==> config.mk <==
export PLATFORM = sky130hd
export DESIGN_NAME = alu_mc
export DESIGN_NICKNAME = d
export VERILOG_FILES = /design/src/rtl/alu_pkg.sv /design/src/rtl/alu_mc_iter.sv /design/src/rtl/alu_mc.sv
export SDC_FILE = /design/constraint.sdc
export NUM_CORES = 1
export LEC_CHECK = 0
export ABC_AREA = 1
export CAP_MARGIN = 40
export CORE_ASPECT_RATIO = 1.4
export CORE_UTILIZATION = 56
export DETAILED_ROUTE_END_ITERATION = 7
export HOLD_SLACK_MARGIN = 0.12
export PLACE_DENSITY = 0.91
export SYNTH_ARGS = -nofsm -noshare
export SYNTH_HDL_FRONTEND = slang
export SYNTH_SLANG_ARGS = --single-unit
==> constraint.sdc <==
create_clock -name clk -period 4.2 [get_ports clk]
set_clock_uncertainty 0.05 [all_clocks]
set_input_delay 0.84 -clock clk [delete_from_list [all_inputs] [get_ports clk]]
set_output_delay 0.84 -clock clk [all_outputs]
set_load 0.05 [all_outputs]
==> src/rtl/alu_pkg.sv <==
// alu_pkg: opcodes, FSM state type and iterative-op classifier shared by alu_mc
package alu_pkg;
  localparam logic [3:0] ALU_ADD  = 4'b0000;
  localparam logic [3:0] ALU_SUB  = 4'b0001;
  localparam logic [3:0] ALU_AND  = 4'b0010;
  localparam logic [3:0] ALU_OR   = 4'b0011;
  localparam logic [3:0] ALU_XOR  = 4'b0100;
  localparam logic [3:0] ALU_SLT  = 4'b0101;
  localparam logic [3:0] ALU_SLTU = 4'b0110;
  localparam logic [3:0] ALU_MUL  = 4'b1000;
  localparam logic [3:0] ALU_DIVU = 4'b1100;
  localparam logic [3:0] ALU_REMU = 4'b1101;
  typedef enum logic [1:0] {ST_IDLE, ST_BUSY, ST_DONE} state_t;
  function automatic logic is_iterative(input logic [3:0] op);
    return op == ALU_MUL || op == ALU_DIVU || op == ALU_REMU;
  endfunction
endpackage

==> src/rtl/alu_mc_iter.sv <==
// alu_mc_iter: shift-add multiplier and restoring divider, one step per enabled cycle
module alu_mc_iter
  import alu_pkg::*;
#(
  parameter int WIDTH = 32
) (
  input  logic             clk,
  input  logic             start,
  input  logic             step,
  input  logic [3:0]       op,
  input  logic [WIDTH-1:0] a,
  input  logic [WIDTH-1:0] b,
  output logic [WIDTH-1:0] out
);
  logic [3:0]       op_q;
  logic [WIDTH-1:0] x, y, acc, x_n, y_n, acc_n;
  logic [WIDTH:0]   r_sh, diff;
  logic             is_mul;
  always_comb begin
    is_mul = op_q == ALU_MUL;
    r_sh   = {acc, x[WIDTH-1]};
    diff   = r_sh - {1'b0, y};
    acc_n  = is_mul ? acc + (y[0] ? x : '0) : diff[WIDTH] ? r_sh[WIDTH-1:0] : diff[WIDTH-1:0];
    x_n    = is_mul ? x << 1 : {x[WIDTH-2:0], ~diff[WIDTH]};
    y_n    = is_mul ? y >> 1 : y;
    out    = (is_mul || op_q == ALU_REMU) ? acc_n : x_n;
  end
  always_ff @(posedge clk) begin
    if (start) begin
      op_q <= op;
      x    <= a;
      y    <= b;
      acc  <= '0;
    end else if (step) begin
      x    <= x_n;
      y    <= y_n;
      acc  <= acc_n;
    end
  end
endmodule

==> src/rtl/alu_mc.sv <==
// alu_mc: multi-cycle EX-stage ALU with valid/ready handshakes and iterative mul/div
module alu_mc
  import alu_pkg::*;
#(
  parameter int WIDTH = 32,
  parameter int CW    = $clog2(WIDTH + 1)
) (
  input  logic             clk,
  input  logic             reset,
  input  logic             in_valid,
  output logic             in_ready,
  input  logic [WIDTH-1:0] a,
  input  logic [WIDTH-1:0] b,
  input  logic [3:0]       aluoperation,
  output logic             out_valid,
  input  logic             out_ready,
  output logic [WIDTH-1:0] result,
  output logic             zero,
  output logic             busy
);
  state_t           state, state_n;
  logic [CW-1:0]    cnt, cnt_n;
  logic [WIDTH-1:0] simple, iter_out, res_n;
  logic             ld, start;
  assign in_ready  = state == ST_IDLE;
  assign out_valid = state == ST_DONE;
  assign busy      = state == ST_BUSY;
  assign start     = in_ready && in_valid && is_iterative(aluoperation);
  alu_mc_iter #(.WIDTH(WIDTH)) u_iter (
    .clk  (clk),
    .start(start),
    .step (busy),
    .op   (aluoperation),
    .a    (a),
    .b    (b),
    .out  (iter_out)
  );
  always_comb begin
    case (aluoperation)
      ALU_ADD:  simple = a + b;
      ALU_SUB:  simple = a - b;
      ALU_AND:  simple = a & b;
      ALU_OR:   simple = a | b;
      ALU_XOR:  simple = a ^ b;
      ALU_SLT:  simple = {{(WIDTH-1){1'b0}}, $signed(a) < $signed(b)};
      ALU_SLTU: simple = {{(WIDTH-1){1'b0}}, a < b};
      default:  simple = '0;
    endcase
  end
  always_comb begin
    state_n = state;
    cnt_n   = cnt;
    ld      = 1'b0;
    res_n   = simple;
    case (state)
      ST_IDLE: begin
        if (in_valid) begin
          state_n = is_iterative(aluoperation) ? ST_BUSY : ST_DONE;
          cnt_n   = is_iterative(aluoperation) ? CW'(WIDTH) : cnt;
          ld      = !is_iterative(aluoperation);
        end
      end
      ST_BUSY: begin
        cnt_n   = cnt - 1'b1;
        ld      = cnt == CW'(1);
        res_n   = iter_out;
        state_n = ld ? ST_DONE : ST_BUSY;
      end
      ST_DONE: state_n = out_ready ? ST_IDLE : ST_DONE;
      default: state_n = ST_IDLE;
    endcase
  end
  always_ff @(posedge clk) begin
    if (reset) begin
      state  <= ST_IDLE;
      cnt    <= '0;
      result <= '0;
      zero   <= 1'b1;
    end else begin
      state <= state_n;
      cnt   <= cnt_n;
      if (ld) begin
        result <= res_n;
        zero   <= res_n == '0;
      end
    end
  end
endmodule

-- After elaboration in Yosys (flattened, before gate mapping)
Cells that the tools add are included.
W data, S select, Z words.
- bits in registers: 141
- bits in latches: 0
- bits in writable memories: 0
- bits in read-only memories: 0
- input port bits: 72
- output and inout bits: 36
- logic and storage cells: 71
- memories kept: 0
- $add $sub $neg: 5
- multiply operators: 0
- div/mod/pow operators: 0
- $lt $le $gt $ge: 2
- eq/ne operators: 16
- shifts and indexed selects: 0
- mux-type cells: 22
- bitwise logic cells: 4
- reduce and logical (&&, ||, !) cells: 14
- operators by type and width (operator ; count):
    $mux W32 ; 10
    $pmux W32 S7 ; 1
    $add A32 B32 Y32 ; 2
    $lt A32 B32 Y1 ; 2
    $sub A33 B32 Y33 ; 1
    $and A32 B32 Y32 ; 1
    $logic_not A32 Y1 ; 1
    $or A32 B32 Y32 ; 1
    $sub A32 B32 Y32 ; 1
    $xor A32 B32 Y32 ; 1
    $eq A4 B4 Y1 const B ; 5
    $eq A4 B3 Y1 const B ; 3
    $mux W6 ; 2
    $pmux W6 S2 ; 1
    $eq A4 B2 Y1 const B ; 2
    $mux W2 ; 4
    $eq A6 B1 Y1 const B ; 1
    $pmux W2 S3 ; 1
    $reduce_bool A2 Y1 ; 3
    $sub A6 B1 Y6 const B ; 1
    $eq A4 B1 Y1 const B ; 1
    $logic_not A4 Y1 ; 1
    $logic_or A1 B1 Y1 ; 3
    $reduce_and A3 Y1 ; 1
    other kinds (11) ; 13

-- Depth between registers and ports, before layout
- depth in word-level cells: 6
- mapped depth: 26
- depth with buffers taken out: 25

-- Cells and area by module
Synthesis repeated with hierarchy kept, for this count alone.
- cells, all modules: 3296
- area total of the unflattened synthesis: 18895.6 µm²
- modules (own cells, without submodules) (module ; times used ; cells each ; area each (µm²) ; sequential area each (µm²)):
    alu_mc_iter ; 1 ; 1715 ; 10152.2 ; 2682.6
    alu_mc ; 1 ; 1581 ; 8743.4 ; 820.8

-- Least setup slack after synthesis
Ideal clock, no wire load.
- path type: register to register
- start: register state[0]
- end: register u_iter.y[0], enable pin
- library setup time: 0.466 ns
- arrival: 3.559 ns
- required time: 3.684 ns
- slack: 0.125 ns
- stages on the path, launching flop included: 7
- buffers on the path: 2
- period minus slack after synthesis: 4.075 ns
- cells stage by stage: dfxtp_1 > inv_1 > nor2_1 > inv_1 > clkbuf_1 > clkbuf_1 > o21ai_0
- longest elaborated chain between the ends: 5
- elaborated cells between the ends (all ways): 7
- classes of those cells: eq/ne: 1; reduce/logical: 6
- ends and longest elaborated chain (item ; RTL line ; RTL):
    from (decl) ; alu_mc.sv:21 ; state_t state, state_n;
    from (signal assigned) ; alu_mc.sv:80 ; state <= state_n;
    $logic_not A2 Y1 ; alu_mc.sv:25 ; assign in_ready = state == ST_IDLE;
    $logic_and A1 B1 Y1 (2 in a row) ; alu_mc.sv:28 ; assign start = in_ready && in_valid && is_iterative(aluoperation);
    $reduce_bool A2 Y1 (no line) ; - ;
    $reduce_and A2 Y1 (no line) (*) ; - ;
    to (signal assigned) ; alu_mc_iter.sv:36 ; y <= y_n;
    to (decl) ; alu_mc_iter.sv:16 ; logic [WIDTH-1:0] x, y, acc, x_n, y_n, acc_n;
Mark *: on every way between the ends. The rest lies on a longest branch, timed or not.
A chain may end at the register's enable or synchronous reset.

-- Worst setup path in the final report
- start: input b[7]
- end: register zero
- longest elaborated chain between the ends: 4
- elaborated cells between the ends (all ways): 10
- classes of those cells: add/sub: 2; order compare: 2; mux: 2; bitwise: 3; reduce/logical: 1
- ends and longest elaborated chain (item ; RTL line ; RTL):
    from (decl) ; alu_mc.sv:13 ; input logic [WIDTH-1:0] b,
    $sub A32 B32 Y32, or another cell as far along ; alu_mc.sv:41 ; ALU_SUB: simple = a - b;
    $pmux W32 S7 (*) ; alu_mc.sv:39 ; case (aluoperation)
    $mux W32 (*) ; alu_mc.sv:55 ; case (state)
    $logic_not A32 Y1 (*) ; alu_mc.sv:84 ; zero <= res_n == '0;
    to (signal assigned) ; alu_mc.sv:78 ; zero <= 1'b1;
    to (signal assigned) ; alu_mc.sv:84 ;
    to (decl) ; alu_mc.sv:18 ; output logic zero,
Marked as above.

==> results.json <==
{
  "ys_top_cells_by_area": "nand2_1, ha_1, edfxtp_1, inv_1, dfxtp_1",
  "async_flop_share": 0,
  "area_growth_pct": 21.6,
  "routed_wl_mm": 76.3,
  "synth_top_family_by_area": "simple AND/OR/NAND/NOR gates",
  "fp.dieH_um": 211,
  "critical_path_class": "primary input to flip-flop",
  "dpl.hpwl_mm": 61.2,
  "synthXorXnorAreaFrac": 0.0130,
  "crit_required_ps": 4530,
  "drc": 1,
  "dp_cells": 3560,
  "clkTransAtPathRegs_ps": 70,
  "postCtsHoldBufs": 0,
  "grt_first_pass_wirelength_mm": 113,
  "nets": 3444,
  "synthSimpleGateAreaFrac": 0.340,
  "syn_area_sq_mm": 0.0175,
  "fp.dieW_um": 152,
  "yosysTopAreaCell": "nand2_1",
  "synth_ff_type": "dfxtp_1",
  "final_cells": 3592,
  "finalHoldViolations": 0,
  "vias": 21686,
  "synth_fp_nets": 3146,
  "post-route-util": 0.692,
  "grtUsageTotal": 0.475,
  "violations": "design-rule violations",
  "netlist.area_leader.share": 0.157,
  "worst-path-max-fanout": 4,
  "post_synth_mux_area_share": 0,
  "synth_cell_types": 56,
  "fin_ws_ps": 114,
  "clock_path_buffers": 2,
  "power-per-cell-area_mw_per_mm2": 410,
  "synth-seq-cells": 141,
  "n_antenna_cell": 0,
  "power.net_switching_uw": 4480,
  "cp-start-kind": "primary input",
  "final_common_cell": "nand2_1",
  "detailedRoute.firstPassIterationCount": 8,
  "preCtsSetupSlack_ps": -363,
  "avgViaCountPerCell": 6.04,
  "start_util": 0.569,
  "io_pins": 108,
  "p_seq_frac": 0.218,
  "drv_slew": 0,
  "syn_avg_cell_area_sq_um": 6.06,
  "reg2regPathDepth": 19,
  "postRouteAntennaNets": 0,
  "status": "complete, but fails checks",
  "holdPathStages": 2,
  "hold_path_class": "flip-flop to flip-flop",
  "rsz0062_at_grt": "false",
  "netlist_instances": 2891,
  "period_needed_ps": 4090,
  "core_sq_mm": 0.0308,
  "ys_seq_area_frac": 0.200,
  "intPower_uw": 4260,
  "ir_drop_uv": 419,
  "finalSetupViolCount": 0,
  "grt_max_degree": 58,
  "cellLeakagePower_uw": 0.0112,
  "cts_tree": "yes",
  "p_clk_frac": 0.175,
  "synthAdderAreaFrac": 0.132,
  "clock.fmax_mhz": 245,
  "post_cts_buffers": 0,
  "fin_crit_sh": 0.973,
  "maxCapViolCount": 0,
  "finalPower_uw": 8740,
  "insertion_delay_ps": 440,
  "grt-ovfl-total": 0,
  "drt-initial-drc-count": 2200,
  "cts_root_buf": "clkbuf_16",
  "port_buffers": 107,
  "synth-edff-count": 68,
  "layout_common_cells": "nand2_1, inv_1, nor2_1",
  "synth-compound-area-share": 0.189,
  "wl_per_cell_um": 21.3,
  "cp-end-kind": "flip-flop",
  "yosysWarnings": 0,
  "power_frac_comb": 0.607,
  "relSlewSlack": 0.446,
  "drive_above_1_share": 0.121,
  "dieArea_sq_mm": 0.0320,
  "place.gp.congestion": 1.11,
  "cts.sinks": 141,
  "swShare": 0.513,
  "antenna_found_initial": 3,
  "cts_max_level": 4,
  "cp_data_arrival_time_ps": 4420,
  "grt_pass1_vias": 20787,
  "worstMarginPinSlew_ps": 823,
  "cts_buffers": 17,
  "num_rows": 76
}
Yosys cell counts, types with 5 or more instances:
master / instances
a221oi_1: 11
a211oi_1: 5
clkbuf_1: 65
a21o_1: 11
o21bai_1: 27
buf_2: 16
or2_2: 7
nand2_1: 731
a21oi_2: 9
xnor2_1: 13
inv_2: 5
nand2_2: 24
o22ai_1: 20
o21a_1: 6
nand3_2: 24
a21oi_1: 199
nand4_1: 16
o211ai_1: 25
nand3b_1: 8
a31oi_1: 34
dfxtp_1: 73
o21ai_0: 223
inv_1: 468
nor2_1: 307
nor4_1: 6
xor2_1: 13
ha_1: 179
edfxtp_1: 68
nand3_1: 218
nor3_1: 25
layer usage:
metal / routed length (um) / up-vias / global-route usage
li1: - / 10003 / -
met1: 26900 / 9868 / 0.538
met2: 34700 / 1413 / 0.772
met3: 7730 / 400 / 0.0961
met4: 6950 / 2 / 0.377
met5: 9 / - / 0
final cells by class:
type / instances / area, sq um
Fill cell: 2728 / 9500
Clock buffer: 17 / 425
Timing Repair Buffer: 368 / 3070
Inverter: 476 / 1790
Multi-Input combinational cell: 2185 / 11900
Clock inverter: 15 / 171
Sequential cell: 141 / 3500
Tap cell: 390 / 488
critical path, stage by stage:
cell and delay [ps]:
clkdlybuf4s50_1 510, inv_1 130, ha_1 340, buf_4 140
inv_1 80, a21oi_1 410, o21ai_0 240, inv_1 100
nand2_1 200, o21ai_0 220, nand3_1 80, o21ai_0 280
a21boi_2 380, nand2_1 90, nor2_1 110, nand3_1 80
nor2_1 90, nand2_1 50, nand2_1 50
path summary, 6_finish.rpt:
path	endpoint	slack, ps	start
worst min-delay path	cnt[1]	430	cnt[1]
worst max-delay path	zero	110	b[7]
worst min register to register	cnt[1]	430	cnt[1]
worst max register to register	zero	200	u_iter.y[31]
sequential cells by signal (all words and copies together) (netlist names):
register and cells:
result 32, u_iter.acc 32, u_iter.x 32, u_iter.y 32
cnt 6, u_iter.op_q 4, state 2, zero 1
cells by family after synthesis:
logic type	after synthesis
adder cells (fa/ha/maj)	183
AND/OR/NAND/NOR	1390
XOR/XNOR	26
flip-flops	141
buffers and inverters	565
AO/OA/AOI/OAI	586
per-stage QoR:
stage / TNS [ps] / instance area, sq um / hold WS (ps)
after floorplan: 0 / 17500 / 397
after global placement: -1100 / 20700 / 415
after detailed placement: -866 / 20700 / 418
after CTS: 0 / 21300 / 430
after global routing: 0 / 21300 / 447
final: 0 / 21300 / 429
power groups by stage:
stage / combinational, uW / sequential, uW / clock [uW]
after global routing: 5770 / 1920 / 1580
after floorplan: 3450 / 1940 / 0
after CTS: 5080 / 1890 / 1520
after detailed placement: 5030 / 1910 / 0
final: 5310 / 1910 / 1530
after global placement: 4930 / 1910 / 0
timing repair:
action                                  CTS  global route
endpoints found under the hold margin     0             0
resized for setup                         0             5
endpoints found under the setup margin    0             5
Note: power is estimated with default switching activity, not from simulation.
